--- src/rtl/hazard_pkg.sv ---
// Shared definitions for the hazard/forwarding unit: operand-select codes,
// FSM state encoding and default register-address width.
package hazard_pkg;

  localparam int unsigned REG_ADDR_W_DEF = 4;
  localparam int unsigned FWD_W          = 2;

  localparam logic [FWD_W-1:0] FWD_RF  = 2'b00;
  localparam logic [FWD_W-1:0] FWD_MEM = 2'b01;
  localparam logic [FWD_W-1:0] FWD_WB  = 2'b10;

  typedef enum logic {
    IDLE      = 1'b0,
    LOAD_WAIT = 1'b1
  } hz_state_e;

  // EXE producer is newer than MEM, so it wins when both match
  function automatic logic [FWD_W-1:0] fwd_code(input logic ex_hit, input logic mem_hit);
    if (ex_hit) begin
      return FWD_MEM;
    end
    if (mem_hit) begin
      return FWD_WB;
    end
    return FWD_RF;
  endfunction

endpackage

--- src/rtl/hazard_forward_unit_dep_compare.sv ---
// Single-operand dependency comparator: flags a match of one ID-stage source
// against the EXE- and MEM-stage destinations.
module dep_compare
  import hazard_pkg::*;
#(
  parameter int unsigned REG_ADDR_W = REG_ADDR_W_DEF
) (
  input  logic                  src_valid,
  input  logic [REG_ADDR_W-1:0] src_addr,
  input  logic                  exe_wb_en,
  input  logic [REG_ADDR_W-1:0] exe_dest,
  input  logic                  mem_wb_en,
  input  logic [REG_ADDR_W-1:0] mem_dest,
  output logic                  ex_hit,
  output logic                  mem_hit
);

  assign ex_hit  = src_valid & exe_wb_en & (src_addr == exe_dest);
  assign mem_hit = src_valid & mem_wb_en & (src_addr == mem_dest);

endmodule

--- src/rtl/hazard_forward_unit.sv ---
// Pipeline hazard unit: load-use stall FSM, registered forwarding selects and
// saturating stall statistics. Define FORWARDING_EN for forwarding; otherwise
// the legacy interlock stalls on any EXE/MEM dependency.
module hazard_forward_unit
  import hazard_pkg::*;
#(
  parameter int unsigned REG_ADDR_W        = REG_ADDR_W_DEF,
  parameter int unsigned NUM_SRC           = 2,
  parameter int unsigned LOAD_STALL_CYCLES = 1,
  parameter int unsigned STAT_W            = 16
) (
  input  logic                          clk,
  input  logic                          rst,
  input  logic [NUM_SRC-1:0]            src_valid,
  input  logic [NUM_SRC*REG_ADDR_W-1:0] src_addr,
  input  logic                          exe_wb_en,
  input  logic                          exe_mem_read,
  input  logic [REG_ADDR_W-1:0]         exe_dest,
  input  logic                          mem_wb_en,
  input  logic [REG_ADDR_W-1:0]         mem_dest,
  input  logic                          mem_ready,
  output logic                          hazard_detected,
  output logic                          freeze,
  output logic [NUM_SRC*FWD_W-1:0]      fwd_sel,
  output logic [STAT_W-1:0]             stall_count
);

  localparam int unsigned CNT_W = $clog2(LOAD_STALL_CYCLES + 1);

  logic [NUM_SRC-1:0]       ex_hit;
  logic [NUM_SRC-1:0]       mem_hit;
  logic                     lu;
  logic                     hazard_c;

  hz_state_e                state_q;
  hz_state_e                state_d;
  logic [CNT_W-1:0]         cnt_q;
  logic [CNT_W-1:0]         cnt_d;
  logic [NUM_SRC*FWD_W-1:0] fwd_q;
  logic [NUM_SRC*FWD_W-1:0] fwd_d;
  logic [STAT_W-1:0]        stall_q;
  logic [STAT_W-1:0]        stall_d;

  for (genvar i = 0; i < NUM_SRC; i++) begin : g_cmp
    dep_compare #(
      .REG_ADDR_W(REG_ADDR_W)
    ) u_cmp (
      .src_valid (src_valid[i]),
      .src_addr  (src_addr[i*REG_ADDR_W +: REG_ADDR_W]),
      .exe_wb_en (exe_wb_en),
      .exe_dest  (exe_dest),
      .mem_wb_en (mem_wb_en),
      .mem_dest  (mem_dest),
      .ex_hit    (ex_hit[i]),
      .mem_hit   (mem_hit[i])
    );
  end

  assign lu     = exe_mem_read & (|ex_hit);
  assign freeze = ~mem_ready;

`ifndef FORWARDING_EN
  // Load-use detection is not consulted by the legacy interlock
  logic legacy_unused;
  assign legacy_unused = lu;
`endif

  // Stall FSM: a frozen pipeline holds state and suppresses the stall
  always_comb begin
    state_d  = state_q;
    cnt_d    = cnt_q;
    hazard_c = 1'b0;
    if (!freeze) begin
      unique case (state_q)
        IDLE: begin
`ifdef FORWARDING_EN
          if (lu) begin
            hazard_c = 1'b1;
            if (LOAD_STALL_CYCLES > 1) begin
              state_d = LOAD_WAIT;
              cnt_d   = CNT_W'(LOAD_STALL_CYCLES - 1);
            end
          end
`else
          hazard_c = |(ex_hit | mem_hit);
`endif
        end
        LOAD_WAIT: begin
          hazard_c = 1'b1;
          if (cnt_q <= CNT_W'(1)) begin
            state_d = IDLE;
            cnt_d   = '0;
          end else begin
            cnt_d = cnt_q - CNT_W'(1);
          end
        end
        default: begin
          state_d = IDLE;
          cnt_d   = '0;
        end
      endcase
    end
  end

  // Operand selects for the instruction entering EXE next cycle
  always_comb begin
    fwd_d = fwd_q;
    if (!freeze) begin
`ifdef FORWARDING_EN
      if (hazard_c) begin
        fwd_d = '0;
      end else begin
        for (int unsigned i = 0; i < NUM_SRC; i++) begin
          fwd_d[i*FWD_W +: FWD_W] = fwd_code(ex_hit[i], mem_hit[i]);
        end
      end
`else
      fwd_d = '0;
`endif
    end
  end

  always_comb begin
    stall_d = stall_q;
    if (hazard_c && (stall_q != {STAT_W{1'b1}})) begin
      stall_d = stall_q + STAT_W'(1);
    end
  end

  always_ff @(posedge clk or posedge rst) begin
    if (rst) begin
      state_q <= IDLE;
      cnt_q   <= '0;
      fwd_q   <= '0;
      stall_q <= '0;
    end else begin
      state_q <= state_d;
      cnt_q   <= cnt_d;
      fwd_q   <= fwd_d;
      stall_q <= stall_d;
    end
  end

  // Reset must drop the stall at once, even with a load-use pair still present
  assign hazard_detected = hazard_c & ~rst;
  assign fwd_sel         = fwd_q;
  assign stall_count     = stall_q;

endmodule

--- config.mk ---
export PLATFORM = sky130hd
export DESIGN_NAME = hazard_forward_unit
export DESIGN_NICKNAME = d
export VERILOG_FILES = /design/src/rtl/hazard_pkg.sv /design/src/rtl/hazard_forward_unit_dep_compare.sv /design/src/rtl/hazard_forward_unit.sv
export SDC_FILE = /design/constraint.sdc
export NUM_CORES = 1
export LEC_CHECK = 0
export BUFFER_PORTS_ARGS = -buffer_cell sky130_fd_sc_hd__buf_2
export CAP_MARGIN = 20
export CORE_MARGIN = 2
export CORE_UTILIZATION = 35
export CTS_CLUSTER_SIZE = 30
export DETAILED_ROUTE_END_ITERATION = 6
export SLEW_MARGIN = 20
export SYNTH_ARGS = -nofsm -noshare
export SYNTH_HDL_FRONTEND = slang
export SYNTH_SLANG_ARGS = --single-unit
export TNS_END_PERCENT = 20
--- constraint.sdc ---
create_clock -name clk -period 5.3 [get_ports clk]
set_clock_uncertainty 0.2 [all_clocks]
set_input_delay 1.325 -clock clk [delete_from_list [all_inputs] [get_ports clk]]
set_output_delay 1.325 -clock clk [all_outputs]
set_load 0.03 [all_outputs]
==> flow_summary.toml <==
[logic_synthesis]
synth_top_family_by_area = "simple AND/OR/NAND/NOR gates"
syn_inst = 113
ys_ff_latch = 16
synth_fa_ha_area_share_pct = 1.16
netlist_area_um2 = 1080
avgSynthCellArea_um2 = 9.52
synthTopCellsByArea = "dfrtp_1, xnor2_1, xor2_1"
yosys.area_share.simple_pct = 25.2
synth_xor_area_share_pct = 20.3
ys_types = 29
seq_area_frac_synth_pct = 37.2
synthMuxAreaShare_pct = 1.40
synth_top_area_cell = "dfrtp_1"
yosysTopAreaCellShare_pct = 37.2
ys.warnings.count = 0
synth_compound_area_share_pct = 7.79

[hold_path]
hold_path.class = "register to register"

[final_layout]
final_nets = 180
layout-drive-gt1-share_pct = 32.5
largest_reg_flops = 16
diodes = 0
syn_to_final_growth_pct = 23.1
layout_common_cells = "buf_2, dfrtp_1, xnor2_1"
final_common_cell = "buf_2"
stdcell_count = 187

[timing]
worst_slew_pin_slew_ns = 0.626
fin_crit_sh_pct = 80.2
relSlewSlack_pct = 58.2
rsz0062_at_grt = "no"
worst_slack_ns = 1.05
setup_tns_ns = 0
finalHoldViolations = 0
max_freq_ghz = 0.235
slew_viol_final = 0
fin_crit_ns = 4.25
final-setup-viol-count = 0

[pwr]
power_density_nw_per_um2 = 244
power.internal_uw = 209
p_sw_share_pct = 35.3
p_sw_uw = 114
irDropWorstVdd_uv = 66.2
p_comb_share_pct = 30.2
seq_power_share_pct = 45.0
pwr-share-clk_pct = 24.8
power_leakage_nw = 0.678

[outcome]
status = "finished clean"

[drt]
firstDrtPassIters = 4
vias_per_cell = 5.14
wire_per_inst_um = 12.5
drtIter0Drc = 38
drc_errors = 0
antenna_left = 0
vias = 961
wirelength_mm = 2.34

[floorplanning]
ios = 46
initial_core_util_pct = 36.1
core_region_area_um2 = 2980
die-area_um2 = 3530
die_x_um = 59.4
row_count = 20
fp.dieH_um = 59.4

[cts]
path_clk_slew_ns = 0.09
numCtsBuffers = 3
post_cts_resized = 0
root_buffer = "clkbuf_4"
cts.sinks = 16
clock_path_buffers = 2
cts_tree = "done"
postCtsHoldBufs = 0
clk_latency_ns = 0.28
postCtsSetupRepairBufs = 0
htree_levels = 1

[grt]
gr-total-overflow = 0
grt_pass1_vias = 912
grt_max_degree = 18
grt_usage_pct = 13.9
antenna_found_initial = 0
grt_pass1_wl_mm = 3.73

[worst_setup_path]
cpMostUsedCell = "buf_2"
end_kind = "output pin"
crit_required_ns = 3.77
crit_fanout = 16
crit_chain = "buf_2 -> xor2_1 -> nor3_1 -> nand4_1 -> o41ai_1 -> a221o_2 -> and3_1 -> buf_2"
critPathKind = "input port to output pin"
slowest_delay_ns = 0.35
cp.arrival_ns = 2.73
cp-start-kind = "input port"
crit_slowest_cell = "a221o_2"

[placed_design]
dp_hpwl_mm = 1.86
numPortBuffers = 40
place_inst = 183
place_congestion = 0.790
place_ws_ns = 1.03

[flow_run]
maxCapViolations = 0
[cells in the mapped netlist]
| master | instances |
|---|---|
| a211oi_1 | 1 |
| a221o_2 | 1 |
| a222oi_1 | 2 |
| and2_1 | 2 |
| and3_1 | 4 |
| buf_2 | 2 |
| buf_4 | 4 |
| conb_1 | 1 |
| dfrtp_1 | 16 |
| ha_1 | 1 |
| inv_1 | 8 |
| mux2_4 | 1 |
| nand2_1 | 11 |
| nand3_1 | 6 |
| nand3b_1 | 1 |
| nand4_1 | 7 |
| nor2_1 | 3 |
| nor2_8 | 1 |
| nor3_1 | 5 |
| nor3b_2 | 1 |
| nor3b_4 | 1 |
| nor4_1 | 2 |
| o2111ai_1 | 1 |
| o211ai_1 | 2 |
| o22ai_1 | 2 |
| o41ai_1 | 1 |
| or3_4 | 1 |
| xnor2_1 | 15 |
| xor2_1 | 10 |
[power by group through the flow]
stage | Sequential (mW) | Combinational (mW) | Clock [mW]
after CTS | 0.145 | 0.0983 | 0.0849
final | 0.145 | 0.0976 | 0.0799
after detailed placement | 0.148 | 0.0982 | 0
after global routing | 0.147 | 0.106 | 0.0884
after global placement | 0.147 | 0.0970 | 0
after floorplan | 0.167 | 0.0467 | 0
[layout make-up]
class | count | area, um2
sequential | 16 | 400
inverter | 8 | 30.0
clock buffer | 4 | 36.3
timing repair buffer | 40 | 200
fill | 300 | 1650
multi-input combinational | 86 | 617
tap | 33 | 41.3
[metal layers]
layer / vias up / track usage, % / part of all wire [%]
met5: - / 0 / 0
met4: 0 / 7.14 / 1.1
met3: 2 / 1.75 / 5.9
met2: 30 / 25.0 / 51
met1: 452 / 15.9 / 42
li1: 477 / - / -
[worst max-delay path, delay by kind of cell]
kind	cells	cell delay (ns)
and+or+nand+nor	3	0.52
AOI/OAI and AO/OA	2	0.42
buffers and inverters	2	0.30
xor gates and xnor gates	1	0.15
[stage by stage]
stage | util [%] | cell area (um2) | total power, mW | hold slack (ns)
2_1_floorplan | - | 1090 | 0.214 | 0.464
3_3_place_gp | 43.3 | 1290 | 0.244 | 0.279
3_5_place_dp | 43.3 | 1290 | 0.246 | 0.287
4_1_cts | 44.5 | 1330 | 0.329 | 0.301
5_1_grt | 44.5 | 1330 | 0.341 | 0.322
6_report | 44.5 | 1330 | 0.323 | 0.294
[logic make-up after synthesis]
group,count (synthesis)
simple gates,45
xor+xnor,25
flops,16
buf+inv,14
compound gates,10
fa+ha+maj,1
other cells,1
mux,1
[path summary, 6_finish.rpt]
| path | startpoint | cells after the start | end | slack, ns |
|---|---|---|---|---|
| min reg2reg | stall_count[5] | 1 | stall_count[5] | 0.29 |
| max | src_addr[3] | 8 | hazard_detected | 1.05 |
| max reg2reg | stall_count[2] | 5 | stall_count[13] | 3.32 |
| min | stall_count[5] | 1 | stall_count[5] | 0.29 |
| min in group asynchronous | rst | 2 | stall_count[4] | 0.90 |
| max in group asynchronous | rst | 2 | stall_count[11] | 3.59 |
(Power assumes the default switching activity.)
